### config.mk
export PLATFORM = sky130hd
export DESIGN_NAME = naneye_session_ctrl_flat
export DESIGN_NICKNAME = d
export VERILOG_FILES = /design/src/rtl/naneye_pkg.sv /design/src/rtl/naneye_session_ctrl_if.sv /design/src/rtl/naneye_wd_timer.sv /design/src/rtl/naneye_session_ctrl.sv /design/src/flat_wrapper.sv
export SDC_FILE = /design/constraint.sdc
export NUM_CORES = 1
export LEC_CHECK = 0
export CORE_ASPECT_RATIO = 1.75
export CORE_UTILIZATION = 56
export DETAILED_ROUTE_END_ITERATION = 10
export GPL_TIMING_DRIVEN = 0
export PLACE_DENSITY = 0.79
export RECOVER_POWER = 50
export SLEW_MARGIN = 10
export SYNTH_ARGS = -nofsm -noshare
export SYNTH_HDL_FRONTEND = slang
export SYNTH_SLANG_ARGS = --single-unit
### constraint.sdc
create_clock -name CLOCK -period 2.9 [get_ports CLOCK]
set_input_delay 0.725 -clock CLOCK [delete_from_list [all_inputs] [get_ports CLOCK]]
set_output_delay 0.725 -clock CLOCK [all_outputs]
set_load 0.05 [all_outputs]
### src/rtl/naneye_pkg.sv
//------------------------------------------------------------------------------
// naneye_pkg : state encodings and widths shared with the NanEye register map
// Rev 1.0
//------------------------------------------------------------------------------
`default_nettype none

package naneye_pkg;

  localparam int STATE_W = 3;
  localparam int RETRY_W = 2;

  typedef enum logic [STATE_W-1:0] {
    ST_IDLE       = 3'd0,
    ST_RESYNC     = 3'd1,
    ST_WAIT_FRAME = 3'd2,
    ST_CONFIG     = 3'd3,
    ST_STREAM     = 3'd4,
    ST_FAULT      = 3'd5
  } state_e;

  // Width needed to hold the value term-1 (at least one bit).
  function automatic int cnt_width(input int term);
    return (term < 2) ? 1 : $clog2(term);
  endfunction

endpackage

`default_nettype wire

### src/rtl/naneye_session_ctrl_if.sv
//------------------------------------------------------------------------------
// naneye_session_ctrl_if : control/status bundle between system and sequencer
// Rev 1.0
//------------------------------------------------------------------------------
`default_nettype none

interface naneye_session_ctrl_if #(
  parameter int C_CNT_W = 16
);
  import naneye_pkg::*;

  logic                 ENABLE;
  logic                 FRAME_START;
  logic                 CONFIG_DONE;
  logic                 DEC_ERROR;
  logic                 CFG_REQ;
  logic                 DEC_ENABLE;
  logic                 RSYNC;
  logic                 CONFIG_EN;
  logic                 STREAM_OK;
  logic                 FAULT;
  logic [STATE_W-1:0]   STATE_OUT;
  logic [RETRY_W-1:0]   RETRY_COUNT;
  logic [C_CNT_W-1:0]   FRAME_COUNT;

  modport master (
    output ENABLE, FRAME_START, CONFIG_DONE, DEC_ERROR, CFG_REQ,
    input  DEC_ENABLE, RSYNC, CONFIG_EN, STREAM_OK, FAULT,
           STATE_OUT, RETRY_COUNT, FRAME_COUNT
  );

  modport slave (
    input  ENABLE, FRAME_START, CONFIG_DONE, DEC_ERROR, CFG_REQ,
    output DEC_ENABLE, RSYNC, CONFIG_EN, STREAM_OK, FAULT,
           STATE_OUT, RETRY_COUNT, FRAME_COUNT
  );

endinterface

`default_nettype wire

### src/rtl/naneye_wd_timer.sv
//------------------------------------------------------------------------------
// naneye_wd_timer : loadable watchdog down-counter with clear and expiry flag
// Rev 1.0
//------------------------------------------------------------------------------
`default_nettype none

module naneye_wd_timer #(
  parameter int W    = 8,
  parameter int TERM = 16
) (
  input  logic clk,
  input  logic rst,
  input  logic clr_i,
  input  logic load_i,
  input  logic en_i,
  output logic expire_o
);

  localparam logic [W-1:0] LOAD_VAL = W'(TERM - 1);

  logic [W-1:0] cnt_q;

  // Reload value TERM-1 means expiry is seen on the TERM-th running cycle.
  always_ff @(posedge clk) begin
    if (rst || clr_i || load_i) begin
      cnt_q <= LOAD_VAL;
    end else if (en_i && (cnt_q != '0)) begin
      cnt_q <= cnt_q - W'(1);
    end
  end

  assign expire_o = en_i && !clr_i && (cnt_q == '0);

endmodule

`default_nettype wire

### src/rtl/naneye_session_ctrl.sv
//------------------------------------------------------------------------------
// naneye_session_ctrl : NanEye receive-chain bring-up, config and recovery FSM
// Rev 1.0
//------------------------------------------------------------------------------
`default_nettype none

module naneye_session_ctrl
  import naneye_pkg::*;
#(
  parameter int C_FRAME_TIMEOUT = 4800000,
  parameter int C_CFG_TIMEOUT   = 2048,
  parameter int C_RSYNC_LEN     = 16,
  parameter int C_MAX_RETRY     = 3,
  parameter int C_CNT_W         = 16
) (
  input  logic                  CLOCK,
  input  logic                  RESET,
  naneye_session_ctrl_if.slave  bus
);

  localparam int FRM_W = cnt_width(C_FRAME_TIMEOUT);
  localparam int CFG_W = cnt_width(C_CFG_TIMEOUT);
  localparam int RS_W  = cnt_width(C_RSYNC_LEN);
  localparam logic [RS_W-1:0]    RS_LAST   = RS_W'(C_RSYNC_LEN - 1);
  localparam logic [RETRY_W-1:0] RETRY_MAX = RETRY_W'(C_MAX_RETRY);

  state_e               state_q, state_d;
  logic                 pend_q, pend_d;
  logic [RETRY_W-1:0]   retry_q, retry_d, retry_inc;
  logic [C_CNT_W-1:0]   fcnt_q, fcnt_d;
  logic [RS_W-1:0]      rs_cnt_q, rs_cnt_d;
  logic                 dec_en_q, rsync_q, cfg_en_q, stream_ok_q, fault_q;
  logic                 fail;
  logic                 frm_active, cfg_active, frm_exp, cfg_exp;

  assign frm_active = (state_q == ST_WAIT_FRAME) || (state_q == ST_STREAM);
  assign cfg_active = (state_q == ST_CONFIG);

  naneye_wd_timer #(.W(FRM_W), .TERM(C_FRAME_TIMEOUT)) u_frame_wd (
    .clk      (CLOCK),
    .rst      (RESET),
    .clr_i    (!frm_active),
    .load_i   (bus.FRAME_START && frm_active),
    .en_i     (frm_active),
    .expire_o (frm_exp)
  );

  naneye_wd_timer #(.W(CFG_W), .TERM(C_CFG_TIMEOUT)) u_cfg_wd (
    .clk      (CLOCK),
    .rst      (RESET),
    .clr_i    (!cfg_active),
    .load_i   (1'b0),
    .en_i     (cfg_active),
    .expire_o (cfg_exp)
  );

  assign retry_inc = (retry_q == RETRY_MAX) ? retry_q : retry_q + RETRY_W'(1);

  always_comb begin
    state_d  = state_q;
    pend_d   = pend_q || bus.CFG_REQ;
    retry_d  = retry_q;
    fcnt_d   = fcnt_q;
    rs_cnt_d = '0;
    fail     = 1'b0;
    if (!bus.ENABLE) begin
      state_d = ST_IDLE;
      pend_d  = 1'b0;
      retry_d = '0;
    end else begin
      case (state_q)
        ST_IDLE:   state_d = ST_RESYNC;
        ST_RESYNC: begin
          pend_d = 1'b1;
          if (rs_cnt_q == RS_LAST) state_d = ST_WAIT_FRAME;
          else                     rs_cnt_d = rs_cnt_q + RS_W'(1);
        end
        ST_WAIT_FRAME: begin
          if (bus.FRAME_START) state_d = pend_q ? ST_CONFIG : ST_STREAM;
          else if (frm_exp)    fail = 1'b1;
        end
        ST_CONFIG: begin
          // A request landing with DONE keeps pending so the next frame reconfigures.
          if (bus.CONFIG_DONE) begin
            state_d = ST_STREAM;
            retry_d = '0;
            if (!bus.CFG_REQ) pend_d = 1'b0;
          end else if (cfg_exp) begin
            fail = 1'b1;
          end
        end
        ST_STREAM: begin
          if (bus.DEC_ERROR) begin
            fail = 1'b1;
          end else if (bus.FRAME_START) begin
            fcnt_d = fcnt_q + C_CNT_W'(1);
            if (pend_q) state_d = ST_CONFIG;
          end else if (frm_exp) begin
            fail = 1'b1;
          end
        end
        ST_FAULT: state_d = ST_FAULT;
        default:  state_d = ST_IDLE;
      endcase
      if (fail) begin
        retry_d = retry_inc;
        state_d = (retry_inc == RETRY_MAX) ? ST_FAULT : ST_RESYNC;
      end
    end
  end

  always_ff @(posedge CLOCK) begin
    if (RESET) begin
      state_q     <= ST_IDLE;
      pend_q      <= 1'b0;
      retry_q     <= '0;
      fcnt_q      <= '0;
      rs_cnt_q    <= '0;
      dec_en_q    <= 1'b0;
      rsync_q     <= 1'b0;
      cfg_en_q    <= 1'b0;
      stream_ok_q <= 1'b0;
      fault_q     <= 1'b0;
    end else begin
      state_q     <= state_d;
      pend_q      <= pend_d;
      retry_q     <= retry_d;
      fcnt_q      <= fcnt_d;
      rs_cnt_q    <= rs_cnt_d;
      dec_en_q    <= state_d inside {ST_WAIT_FRAME, ST_CONFIG, ST_STREAM};
      rsync_q     <= (state_d == ST_RESYNC);
      cfg_en_q    <= (state_d == ST_CONFIG) && (state_q != ST_CONFIG);
      stream_ok_q <= (state_d == ST_STREAM);
      fault_q     <= (state_d == ST_FAULT);
    end
  end

  assign bus.DEC_ENABLE  = dec_en_q;
  assign bus.RSYNC       = rsync_q;
  assign bus.CONFIG_EN   = cfg_en_q;
  assign bus.STREAM_OK   = stream_ok_q;
  assign bus.FAULT       = fault_q;
  assign bus.STATE_OUT   = state_q;
  assign bus.RETRY_COUNT = retry_q;
  assign bus.FRAME_COUNT = fcnt_q;

endmodule

`default_nettype wire

### src/flat_wrapper.sv
// flat-port wrapper written by rule: the top's interface ports become plain ports
module naneye_session_ctrl_flat import naneye_pkg::*;
#(
  parameter int C_FRAME_TIMEOUT = 4800000,
  parameter int C_CFG_TIMEOUT   = 2048,
  parameter int C_RSYNC_LEN     = 16,
  parameter int C_MAX_RETRY     = 3,
  parameter int C_CNT_W         = 16
)
  (CLOCK, RESET, bus_ENABLE, bus_FRAME_START, bus_CONFIG_DONE, bus_DEC_ERROR, bus_CFG_REQ, bus_DEC_ENABLE, bus_RSYNC, bus_CONFIG_EN, bus_STREAM_OK, bus_FAULT, bus_STATE_OUT, bus_RETRY_COUNT, bus_FRAME_COUNT);
  naneye_session_ctrl_if #(.C_CNT_W(C_CNT_W)) bus_i ();
  input  logic CLOCK;
  input  logic RESET;
  input wire logic [$bits(bus_i.ENABLE)-1:0] bus_ENABLE;
  input wire logic [$bits(bus_i.FRAME_START)-1:0] bus_FRAME_START;
  input wire logic [$bits(bus_i.CONFIG_DONE)-1:0] bus_CONFIG_DONE;
  input wire logic [$bits(bus_i.DEC_ERROR)-1:0] bus_DEC_ERROR;
  input wire logic [$bits(bus_i.CFG_REQ)-1:0] bus_CFG_REQ;
  output wire logic [$bits(bus_i.DEC_ENABLE)-1:0] bus_DEC_ENABLE;
  output wire logic [$bits(bus_i.RSYNC)-1:0] bus_RSYNC;
  output wire logic [$bits(bus_i.CONFIG_EN)-1:0] bus_CONFIG_EN;
  output wire logic [$bits(bus_i.STREAM_OK)-1:0] bus_STREAM_OK;
  output wire logic [$bits(bus_i.FAULT)-1:0] bus_FAULT;
  output wire logic [$bits(bus_i.STATE_OUT)-1:0] bus_STATE_OUT;
  output wire logic [$bits(bus_i.RETRY_COUNT)-1:0] bus_RETRY_COUNT;
  output wire logic [$bits(bus_i.FRAME_COUNT)-1:0] bus_FRAME_COUNT;
  assign bus_i.ENABLE = bus_ENABLE;
  assign bus_i.FRAME_START = bus_FRAME_START;
  assign bus_i.CONFIG_DONE = bus_CONFIG_DONE;
  assign bus_i.DEC_ERROR = bus_DEC_ERROR;
  assign bus_i.CFG_REQ = bus_CFG_REQ;
  assign bus_DEC_ENABLE = bus_i.DEC_ENABLE;
  assign bus_RSYNC = bus_i.RSYNC;
  assign bus_CONFIG_EN = bus_i.CONFIG_EN;
  assign bus_STREAM_OK = bus_i.STREAM_OK;
  assign bus_FAULT = bus_i.FAULT;
  assign bus_STATE_OUT = bus_i.STATE_OUT;
  assign bus_RETRY_COUNT = bus_i.RETRY_COUNT;
  assign bus_FRAME_COUNT = bus_i.FRAME_COUNT;
  naneye_session_ctrl #(.C_FRAME_TIMEOUT(C_FRAME_TIMEOUT), .C_CFG_TIMEOUT(C_CFG_TIMEOUT), .C_RSYNC_LEN(C_RSYNC_LEN), .C_MAX_RETRY(C_MAX_RETRY), .C_CNT_W(C_CNT_W)) u_core (.CLOCK(CLOCK), .RESET(RESET), .bus(bus_i));
endmodule
**After elaboration in Yosys (flattened, before gate mapping)**

Cells that the tools add are included.
Widths: inputs -> output; s select.

- Output and inout bits: 26
- Logic and storage cells: 84
- Input port bits: 7
- Register bits: 65

- Bitwise gates (word level): 3
- Mux-type cells: 25
- Equal/unequal tests: 14
- Add/sub/neg operators: 5
- Reduce and logical (&&, ||, !) cells: 25

Operator list:

| kind | number |
|---|---|
| $mux 3 | 10 |
| $logic_not 23->1 | 1 |
| $reduce_bool 23->1 | 1 |
| $sub 23x1->23 const B | 1 |
| $pmux 3 s6 | 1 |
| $add 16x1->16 const B | 1 |
| $eq 3x2->1 const B | 4 |
| $eq 3x3->1 const B | 4 |
| $logic_not 11->1 | 1 |
| $reduce_bool 11->1 | 1 |
| $sub 11x1->11 const B | 1 |
| $mux 1 | 8 |
| $mux 2 | 4 |
| $eq 3x1->1 const B | 2 |
| $logic_and 1x1->1 | 6 |
| $logic_or 1x1->1 | 5 |
| $add 4x1->4 const B | 1 |
| $eq 2x2->1 const B | 2 |
| $eq 4x4->1 const B | 1 |
| $reduce_and 4->1 | 1 |
| $reduce_bool 2->1 | 2 |
| $reduce_or 4->1 | 1 |
| $logic_not 3->1 | 1 |
| $ne 3x2->1 const B | 1 |
| other kinds (8) | 11 |

**Logic depth before layout (Yosys ltp)**

Gate-level depths: netlist of the first run.

- Depth after elaboration: 12
- Gate-level depth with buffers: 8
- Mapped depth without buffers: 7

**Hierarchy**

Synthesis of the first run repeated with hierarchy kept, for this count alone.

- Cell total of the unflattened synthesis: 386
- Area, all modules: 3440.8 sq um

Modules (own cells, without submodules):

| module | seq. area each (sq um) | times used | area an instance (sq um) | cells an instance |
|---|---|---|---|---|
| naneye_session_ctrl | 620.6 | 1 | 1556.5 | 169 |
| naneye_wd_timer (u_core.u_frame_wd) | 460.4 | 1 | 1298.7 | 149 |
| naneye_wd_timer (u_core.u_cfg_wd) | 220.2 | 1 | 585.6 | 68 |

**Worst setup path before layout of the first run**

OpenSTA, ideal clock, no wires.

- Path kind: reg2reg
- Start: reg u_core.u_frame_wd.cnt_q[6]
- End: reg u_core.u_frame_wd.cnt_q[8]
- Buffers on the path: 1
- Stages on the path, launching flop included: 7
- Period minus slack after synthesis: 2.340 ns
- Data required time: 2.773 ns
- Arrival time: 2.213 ns
- Setup slack: 0.560 ns
- Cells stage by stage: dfxtp_1 > or4_1 > clkbuf_2 > or4_4 > o211ai_1 > nor4_1 > or3_1

- Longest elaborated chain between the ends: 2
- Elaborated cells between the ends (all ways): 3
- Those cells by class: add/sub: 1; reduce/logical: 2

RTL lines:

| item | RTL line | RTL |
|---|---|---|
| start, declared | naneye_wd_timer.sv:21 | `logic [W-1:0] cnt_q;` |
| start signal, assigned | naneye_wd_timer.sv:28 | `cnt_q <= cnt_q - W'(1);` |
| branches (longest 2 deep; another with $sub 23x1->23) | -- |  |

Several ways; the timed one is not identified.
A chain may end at the register's enable or synchronous reset.

**Worst setup path in the final report of the first run**

- Start: in bus_FRAME_START
- End: reg u_core.fault_q, in the netlist u_core.bus.FAULT

- Longest elaborated chain between the ends: 7
- Elaborated cells between the ends (all ways): 11
- Those cells by class: eq/ne: 1; mux: 10

RTL lines:

| item | RTL line | RTL |
|---|---|---|
| start, declared | flat_wrapper.sv:15 | `input wire logic [$bits(bus_i.FRAME_START)-1:0] bus_FRAME_START;` |
| $mux 1 | naneye_session_ctrl.sv:95 | `end else if (bus.FRAME_START) begin` |
| $mux 1 | naneye_session_ctrl.sv:93 | `if (bus.DEC_ERROR) begin` |
| $pmux 1 s3 | naneye_session_ctrl.sv:71 | `case (state_q)` |
| $mux 1 | naneye_session_ctrl.sv:66 | `if (!bus.ENABLE) begin` |
| $mux 3 (*) | naneye_session_ctrl.sv:105 | `if (fail) begin` |
| $mux 3 (*) | naneye_session_ctrl.sv:66 |  |
| $eq 3x3->1 (*) | naneye_session_ctrl.sv:134 | `fault_q <= (state_d == ST_FAULT);` |
| end signal, assigned | naneye_session_ctrl.sv:134 |  |
| end, declared | naneye_session_ctrl.sv:32 | `logic dec_en_q, rsync_q, cfg_en_q, stream_ok_q, fault_q;` |

Mark *: on every way between the ends. The rest lies on a longest branch, timed or not. The select of a mux whose other input is x is not followed.

==> flow_metrics.py, run 1 <==
metrics = {
    "run_status": {
        "status": "completed",
    },
    "routing": {
        "first_iter_violations": 133,
        "first_pass_iters": 4,
        "totalWireLength_um": 7000,
        "vias_per_cell": 5.783,
        "dr_wl_met3_um": 219,
        "top_layer": "met4",
        "postRouteAntennaNets": 0,
        "wl_per_cell_um": 14.58,
        "route.met2.wl_um": 3774,
        "wl_met1_um": 2784,
        "remaining_drc_errors": 0,
        "vias": 2776,
    },
    "critical_path": {
        "reg2reg_slack_ns": 0.27,
        "cp-start-kind": "input port",
        "slowest_delay_ns": 0.71,
        "crit_path_cell_trace": "dlygate4sd3_1 > nor2b_1 > nor2_1 > o311ai_0 > nor3_1 > a32o_1",
        "critical_path.slowest_cell": "dlygate4sd3_1",
        "arrival_ns": 2.89,
        "path_buf_inv": 1,
        "crit_type": "input port to register",
        "critPathTopFamily": "compound AO/OA/AOI/OAI gates",
        "worstPathMaxFanout": 8,
        "critPathRequiredTime_ns": 3.13,
        "crit_path_end_kind": "register",
    },
    "global_route": {
        "grt_use_total_pct": 26.24,
        "grt_max_degree": 12,
        "grt_pass1_vias": 2699,
        "antenna_found_initial": 0,
        "grt_pass1_wl_um": 11850,
        "grt_overflow": 0,
    },
    "timing": {
        "period_needed_ns": 2.665,
        "timing.setup.tns_ns": 0,
        "slew_viol_final": 0,
        "max_slew_margin_pct": 34.64,
        "setup_viol": 0,
        "hold_slack_ns": 0.4457,
        "rsz0062_at_grt": "no",
        "worst_pin_slew_ns": 0.9714,
        "finalClockSkew_ns": 0.003896,
        "clock.fmax_ghz": 0.3752,
        "hold_violations": 0,
        "period_share_pct": 91.91,
    },
    "cts": {
        "clkLatencyLatePin_ns": 0.34,
        "cts.path.max_buffers": 2,
        "hold_buffers": 0,
        "cts_root_buf": "clkbuf_8",
        "cts_inserted_buffers": 9,
        "postCtsSetupBuffers": 0,
        "htreeDepth": 3,
        "cts_tree": "yes",
        "cts_sinks": 65,
        "cts_resized": 0,
        "path_clk_slew_ns": 0.07,
    },
    "logic_synthesis": {
        "netlist_top_cells_area": "dfxtp_1 42%, xor2_1 5.9%, nor2_1 4.9%",
        "ys_warn_count": 0,
        "syn-cell-area_um2": 3122,
        "syn-num-nets": 371,
        "synth-seq-area-share_pct": 41.68,
        "yosys.area.top_type_share_pct": 41.68,
        "synth_cell_type_count": 50,
        "synth-seq-cells": 65,
        "synth_cells": 358,
        "postSynthAreaPerCell_um2": 8.720,
        "yosysTopAreaCell": "dfxtp_1",
    },
    "cells_and_area": {
        "layout.cells.non_filler": 480,
        "layout-drive-gt1-share_pct": 6.650,
        "nFillCells": 431,
        "antenna_cells": 0,
        "area_delta_synth_final_pct": 20.00,
        "layout.nets": 414,
    },
    "power": {
        "ir_worst_vdd_mv": 0.4789,
        "pwr_density_cell_nw_per_um2": 478.9,
        "p_leak_uw": 0.001350,
    },
    "job": {
        "maxCapViolCount": 0,
    },
    "floorplan": {
        "die_area_um2": 5889,
        "rows": 35,
        "initial_utilization_pct": 58.91,
        "boundaryPins": 33,
        "core-area_um2": 5299,
        "die_w_um": 58.44,
        "die_h_um": 100.8,
    },
    "place": {
        "dp_hpwl_um": 5198,
        "place_congestion": 0.9544,
        "placed_cells": 464,
        "io_buffers": 32,
    },
    "min_path": {
        "hold_path_class": "register to register",
    },
}
cells by family after synthesis:
| group | share of synthesized area, % |
|---|---|
| flops | 41.68 |
| compound gates | 11.98 |
| fa+ha+maj | 2.405 |
| simple gates | 31.70 |
| xor+xnor | 8.978 |
| buf+inv | 2.605 |
| mux | 0.6413 |
cells in the mapped netlist, drive strengths merged:
| master | instances |
|---|---|
| a211oi | 3 |
| a21bo | 2 |
| a21boi | 2 |
| a21oi | 11 |
| a311oi | 1 |
| a31o | 2 |
| a31oi | 6 |
| a32o | 1 |
| and2 | 3 |
| and3 | 6 |
| and4 | 6 |
| and4b | 1 |
| buf | 1 |
| clkbuf | 12 |
| dfxtp | 65 |
| ha | 6 |
| inv | 8 |
| mux2i | 2 |
| nand2 | 28 |
| nand2b | 6 |
| nand3 | 15 |
| nand3b | 8 |
| nand4 | 11 |
| nand4b | 2 |
| nor2 | 41 |
| nor2b | 2 |
| nor3 | 11 |
| nor3b | 2 |
| nor4 | 7 |
| nor4b | 5 |
| nor4bb | 1 |
| o211ai | 4 |
| o21ai | 12 |
| o22a | 1 |
| o311ai | 1 |
| o31a | 2 |
| o31ai | 6 |
| o41ai | 2 |
| or2 | 2 |
| or3 | 7 |
| or4 | 10 |
| or4b | 2 |
| xnor2 | 11 |
| xor2 | 21 |
metal layers:
metal  track usage (%)  up-vias
li1                  -     1396
met4             13.00        0
met1             26.41     1298
met5                 0        -
met2             48.72       61
met3             6.162       21
cell usage in the layout (no fill, tap or decap), drive strengths merged, types with 4 or more instances in the layout:
cell          n
a21oi        11
nand2b        6
nand4        11
xor2         21
dfxtp        65
a31oi         6
nand3        15
nor4          7
nor3         11
or4          10
o211ai        4
nor4b         5
nand3b        8
ha            6
and4          6
or3           7
inv           8
dlygate4sd3  29
clkbuf       23
and3          6
nor2         41
o31ai         6
xnor2        11
nand2        28
o21ai        12
where the power goes:
group	total, uW	internal (uW)	switching, uW
registers	902	897	4.74
clock network	820	483	337
logic	71.9	25.4	46.5
total	1790	1410	389
per-stage QoR:
| step | setup slack (ns) | area, um2 | util [%] | power, uW |
|---|---|---|---|---|
| finish | 0.2346 | 3746 | 70.70 | 1794 |
| detailed placement | -0.05535 | 3535 | 66.71 | 994.9 |
| global placement | -0.02004 | 3535 | 66.71 | 993.8 |
| global route | 0.08030 | 3746 | 70.70 | 1860 |
| floorplan | 0.5604 | 3122 | - | 965.2 |
| CTS | 0.2764 | 3746 | 70.70 | 1813 |
sequential cells by signal (all words and copies together), names as in the netlist:
register,cells
u_core.bus.DEC_ENABLE,1
u_core.bus.STREAM_OK,1
u_core.bus.FAULT,1
u_core.u_frame_wd.cnt_q,23
u_core.bus.STATE_OUT,3
u_core.bus.RSYNC,1
u_core.bus.CONFIG_EN,1
u_core.u_cfg_wd.cnt_q,11
u_core.bus.FRAME_COUNT,16
u_core.bus.RETRY_COUNT,2
u_core.rs_cnt_q,4
u_core.pend_q,1
final cells by class:
| type | count | area [um2] | area share [%] |
|---|---|---|---|
| Buffer | 13 | 51.30 | 1.369 |
| Sequential cell | 65 | 1301 | 34.74 |
| Inverter | 8 | 30.03 | 0.8016 |
| Timing Repair Buffer | 32 | 320.3 | 8.550 |
| Clock buffer | 11 | 131.4 | 3.507 |
| Tap cell | 74 | 92.59 | 2.472 |
| Multi-Input combinational cell | 272 | 1739 | 46.43 |
| Clock inverter | 5 | 80.08 | 2.138 |
worst paths after layout:
path,start,end,depth (start not counted)
max,bus_FRAME_START,u_core.bus.FAULT,6
min,u_core.rs_cnt_q[0],u_core.rs_cnt_q[0],1
max reg2reg,u_core.u_frame_wd.cnt_q[2],u_core.u_frame_wd.cnt_q[22],5
min reg2reg,u_core.rs_cnt_q[0],u_core.rs_cnt_q[0],1
No activity file was read; power rests on OpenSTA's default activity.
==> run 2, diff against run 1 <==
--- a/config.mk
+++ b/config.mk
@@ -11,6 +11,7 @@
 export GPL_TIMING_DRIVEN = 0
 export PLACE_DENSITY = 0.79
 export RECOVER_POWER = 50
+export SKIP_LAST_GASP = 1
 export SLEW_MARGIN = 10
 export SYNTH_ARGS = -nofsm -noshare
 export SYNTH_HDL_FRONTEND = slang
==> constraint.sdc (replaced) <==
create_clock -name CLOCK -period 2.86 [get_ports CLOCK]
set_input_delay 0.715 -clock CLOCK [delete_from_list [all_inputs] [get_ports CLOCK]]
set_output_delay 0.715 -clock CLOCK [all_outputs]
set_load 0.05 [all_outputs]
==> results of run 2 <==
Same layout as run 1 (identical final DEF). Status: completed.
Among the figures that moved: setup slack after placement -0.05535 ns -> -0.08535 ns; setup slack after layout 0.2346 ns -> 0.2046 ns; register-to-register setup slack 0.27 ns -> 0.23 ns; total power 1794 uW -> 1819 uW; worst IR drop on VDD 0.4789 mV -> 0.4856 mV
==> run 3, diff against run 2 <==
==> constraint.sdc (replaced) <==
create_clock -name CLOCK -period 2.86 [get_ports CLOCK]
set_input_delay 0.715 -clock CLOCK [delete_from_list [all_inputs] [get_ports CLOCK]]
set_output_delay 0.715 -clock CLOCK [all_outputs]
set_load 0.1 [all_outputs]
==> run 3 against run 2 <==
Fmax shrank 2.8%. Power grew 0.93%. Non-clock buffer count is the same. Die area is the same. Global-route usage is the same. Design area shrank 0.37%. Sequential power is essentially flat. Clock skew is essentially flat. Combinational power grew 19%. Register-to-register slack is essentially flat. Highest routed layer unchanged.
==> flow_metrics.py, run 3 (synthesis results as in run 1) <==
metrics = {
    "cells_and_area": {
        "largest_reg_flops": 23,
        "final_cell_mix": "65 x dfxtp_1, 41 x nor2_1, 28 x nand2_1, 24 x clkdlybuf4s50_1, 21 x xor2_1",
        "seq_area_um2": 1301,
        "area_delta_synth_final_pct": 19.56,
        "nFillCells": 431,
        "multiInputGateArea_um2": 1728,
        "antenna_cells": 0,
        "layout.nets": 414,
        "layout.cells.non_filler": 480,
        "layout-drive-gt1-share_pct": 5.665,
        "finish.utilization_pct": 70.44,
        "max_flop_register": "u_core.u_frame_wd.cnt_q",
        "mostFrequentLayoutCell": "dfxtp_1",
    },
    "routing": {
        "dr_wl_met3_um": 204,
        "vias_per_cell": 5.785,
        "vias": 2777,
        "first_iter_violations": 119,
        "first_pass_iters": 4,
        "totalWireLength_um": 7028,
        "wl_per_cell_um": 14.64,
        "top_layer": "met4",
        "postRouteAntennaNets": 0,
        "wl_met1_um": 2819,
        "route.met2.wl_um": 3806,
        "remaining_drc_errors": 0,
    },
    "place": {
        "place_congestion": 0.9544,
        "preCtsSetupSlack_ns": -0.08535,
        "io_buffers": 32,
        "dp_hpwl_um": 5198,
        "placed_cells": 464,
    },
    "job": {
        "maxCapViolCount": 0,
    },
    "global_route": {
        "grt_use_total_pct": 26.24,
        "grt_pass1_vias": 2699,
        "antenna_found_initial": 0,
        "grt_overflow": 0,
        "grt_max_degree": 12,
        "grt_pass1_wl_um": 11850,
    },
    "cts": {
        "cts_inserted_buffers": 9,
        "clkLatencyLatePin_ns": 0.34,
        "cts_root_buf": "clkbuf_8",
        "path_clk_slew_ns": 0.07,
        "cts.path.max_buffers": 2,
        "htreeDepth": 3,
        "hold_buffers": 0,
        "cts_tree": "yes",
        "cts_sinks": 65,
        "postCtsSetupBuffers": 0,
        "cts_resized": 0,
    },
    "timing": {
        "max_slew_margin_pct": 34.29,
        "hold_violations": 0,
        "period_share_pct": 95.48,
        "worst_pin_slew_ns": 0.9825,
        "rsz0062_at_grt": "no",
        "slew_viol_final": 0,
        "setup_viol": 0,
        "worst_slack_ns": 0.1294,
        "period_needed_ns": 2.731,
        "timing.setup.tns_ns": 0,
        "finalClockSkew_ns": 0.003561,
        "clock.fmax_ghz": 0.3662,
    },
    "floorplan": {
        "die_w_um": 58.44,
        "core-area_um2": 5299,
        "die_area_um2": 5889,
        "rows": 35,
        "initial_utilization_pct": 58.91,
        "boundaryPins": 33,
        "die_h_um": 100.8,
    },
    "min_path": {
        "hold_path_class": "register to register",
    },
    "critical_path": {
        "critPathTopFamily": "buffers and inverters",
        "arrival_ns": 2.02,
        "critPathRequiredTime_ns": 2.14,
        "crit_path_cell_trace": "clkdlybuf4s50_1",
        "reg2reg_slack_ns": 0.22,
        "cp-start-kind": "register",
        "path_buf_inv": 1,
        "crit_type": "register to output port",
        "worstPathMaxFanout": 7,
        "critical_path.slowest_cell": "clkdlybuf4s50_1",
        "slowest_delay_ns": 1.19,
        "crit_path_end_kind": "output port",
    },
    "power": {
        "ir_worst_vdd_mv": 0.4922,
        "pwr_density_cell_nw_per_um2": 491.9,
        "total_power_uw": 1836,
        "p_leak_uw": 0.001268,
    },
    "run_status": {
        "status": "completed",
    },
}
-- run 3: changes by cell type in the layout (fill, tap and decap cells not counted), moves of 2 or more --
cell	change
clkbuf_1	+2
o21ai_1	-2
o21ai_0	+2
clkdlybuf4s50_1	+21
dlygate4sd3_1	-21
-- run 3: report_power, final --
| part | internal, uW | total (uW) | switching, uW |
|---|---|---|---|
| clock network | 490 | 835 | 345 |
| registers | 910 | 915 | 4.89 |
| logic | 26.1 | 86.4 | 60.4 |
-- run 3: worst paths after layout --
path,start,to,depth (start not counted)
worst max register to register,u_core.u_frame_wd.cnt_q[2],u_core.u_frame_wd.cnt_q[22],5
worst max-delay path,u_core.bus.STATE_OUT[0],bus_STATE_OUT[0],1
worst min register to register,u_core.rs_cnt_q[0],u_core.rs_cnt_q[0],1
worst min-delay path,u_core.rs_cnt_q[0],u_core.rs_cnt_q[0],1
-- run 3: final cells by class --
type	instances	area share, %
tap	74	2.481
sequential	65	34.86
inverter	8	0.8046
timing repair buffer	32	8.582
buffer	13	1.307
clock inverter	5	2.145
multi-input combinational	272	46.30
clock buffer	11	3.520
-- run 3: metal layers --
| layer | GRT usage (%) | vias to the layer above |
|---|---|---|
| met2 | 48.72 | 63 |
| li1 | - | 1394 |
| met3 | 6.162 | 18 |
| met4 | 13.00 | 0 |
| met5 | 0 | - |
| met1 | 26.41 | 1302 |
-- run 3: per-stage QoR --
stage | hold WS (ns) | cell area [um2]
3_3_place_gp | 0.4275 | 3535
4_1_cts | 0.4512 | 3746
3_5_place_dp | 0.4391 | 3535
5_1_grt | 0.4864 | 3732
6_report | 0.4469 | 3732
2_1_floorplan | 0.4176 | 3122
==> patch (config.mk and constraints of run 3) <==
`C_CNT_W` is set to 16 in 3 places; all go to 24.
--- a/src/rtl/naneye_session_ctrl_if.sv
+++ b/src/rtl/naneye_session_ctrl_if.sv
@@ -7,3 +7,3 @@
 interface naneye_session_ctrl_if #(
-  parameter int C_CNT_W = 16
+  parameter int C_CNT_W = 24
 );
--- a/src/rtl/naneye_session_ctrl.sv
+++ b/src/rtl/naneye_session_ctrl.sv
@@ -13,3 +13,3 @@
   parameter int C_MAX_RETRY     = 3,
-  parameter int C_CNT_W         = 16
+  parameter int C_CNT_W         = 24
 ) (
--- a/src/flat_wrapper.sv
+++ b/src/flat_wrapper.sv
@@ -7,3 +7,3 @@
   parameter int C_MAX_RETRY     = 3,
-  parameter int C_CNT_W         = 16
+  parameter int C_CNT_W         = 24
 )
Ports: changed (resized bus_FRAME_COUNT); port bits go from 33 to 41. No check against the original RTL was run, so the function may have changed too.
==> patch against run 3 <==
Area after synthesis rose by 11%; final area increased by 12%; sequential cell count is 8 higher; setup slack improved by 0.022 ns; sequential power up 11%; core utilization down 0.12 points; power up 2.0%; wire length increased by 12%; critical path type unchanged; largest cell class unchanged; largest power group unchanged.
==> patch: results (changes against run 3) <==
syn_area_per_cell=8.56 um^2 (-1.8%); skew final=0.00674 ns (+0.00318 ns); Synth top cells by count=dfxtp_1, nor2_1, nand2_1, xor2_1, nand4_1; placed inst area=3980 um^2 (+12%); worst vdd ir=0.000320 V (-35%); dpl cells=524 (+13%); vias per cell=5.69 (-1.6%); total global-route track usage=0.266 (+0.00322); Crit path arrival time=1.99 ns (-0.03 ns); drt initial violations=148 (+24%); M2 GR Usage=0.461 (-0.0263); part of the Yosys area used for sequential elements=0.420 (+0.00346); status=completed; Post-Layout Cell Count=539 (+12%); DR WL met2=4240 um (+11%); Net Count, Synth=419 (+13%); met3 WL=370 um (+81%); Reg power frac=0.546 (+0.048); vias in the first global route=2987 (+11%); Synth area leaders=dfxtp_1, xor2_1, nor2_1; layout cell share with drive strength beyond 1=0.0564 (-0.000251); WL/cell=14.6 um (about the same); max FFs per register=24 (+4.3%); Post-DP HPWL=5850 um (+12%); GR met3 Demand/Resource=0.0803 (+0.0187); count of input and output buffers=40 (+25%); GPL Wtd Cong=0.899 (-5.8%); met1 Track Usage GR=0.259 (-0.00505); fill count=520 (+21%); Clock power frac=0.428 (-0.027); CTS H-tree lvls=3 (unchanged); Synth cell types=49 (-2.0%); power in sequential cells=1.02 mW (+11%); first-pass GRT wire length=13000 um (+9.5%); Metal-1 WL=2950 um (+4.7%); Leakage Power=1.39 nW (+9.6%)
patch: changes by cell type in the layout (fill, tap and decap cells not counted), sizes merged, moves of 7 or more:
cell	before	now
xor2	21	31
nor2	41	52
dfxtp	65	73
nor4	7	14
nand2	28	37
clkdlybuf4s50	24	38
nand4	11	22
xnor2	11	19
patch: path summary, 6_finish.rpt:
kind / start / endpoint / slack (ns) / cells after the start
setup / recovery: u_core.bus.FRAME_COUNT[10] / bus_FRAME_COUNT[10] / 0.15 / 1
hold / removal: u_core.rs_cnt_q[0] / u_core.rs_cnt_q[0] / 0.45 / 1
setup reg to reg: u_core.u_cfg_wd.cnt_q[4] / u_core.bus.STREAM_OK / 0.46 / 5
hold reg to reg: u_core.rs_cnt_q[0] / u_core.rs_cnt_q[0] / 0.45 / 1
patch: logic make-up (layout without fill, tap and decap cells):
kind of cell / Yosys count / count (layout) / share of synthesized area
DFF: 73 / 73 / 0.420
AOI/OAI and AO/OA: 44 / 44 / 0.0831
and+or+nand+nor: 200 / 200 / 0.305
buffers and inverters: 30 / 85 / 0.0349
muxes: 3 / 3 / 0.00900
adders and majority gates: 6 / 6 / 0.0216
xor gates and xnor gates: 50 / 50 / 0.126
patch: layout make-up:
| cell class | instances | area (um^2) | share of cell area |
|---|---|---|---|
| Buffer | 16 | 68.8 | 0.0165 |
| Clock buffer | 12 | 155 | 0.0372 |
| Sequential cell | 73 | 1460 | 0.351 |
| Multi-Input combinational cell | 303 | 1890 | 0.454 |
| Timing Repair Buffer | 40 | 400 | 0.0961 |
| Clock inverter | 3 | 40.0 | 0.00961 |
| Inverter | 14 | 52.6 | 0.0126 |
| Tap cell | 78 | 97.6 | 0.0234 |
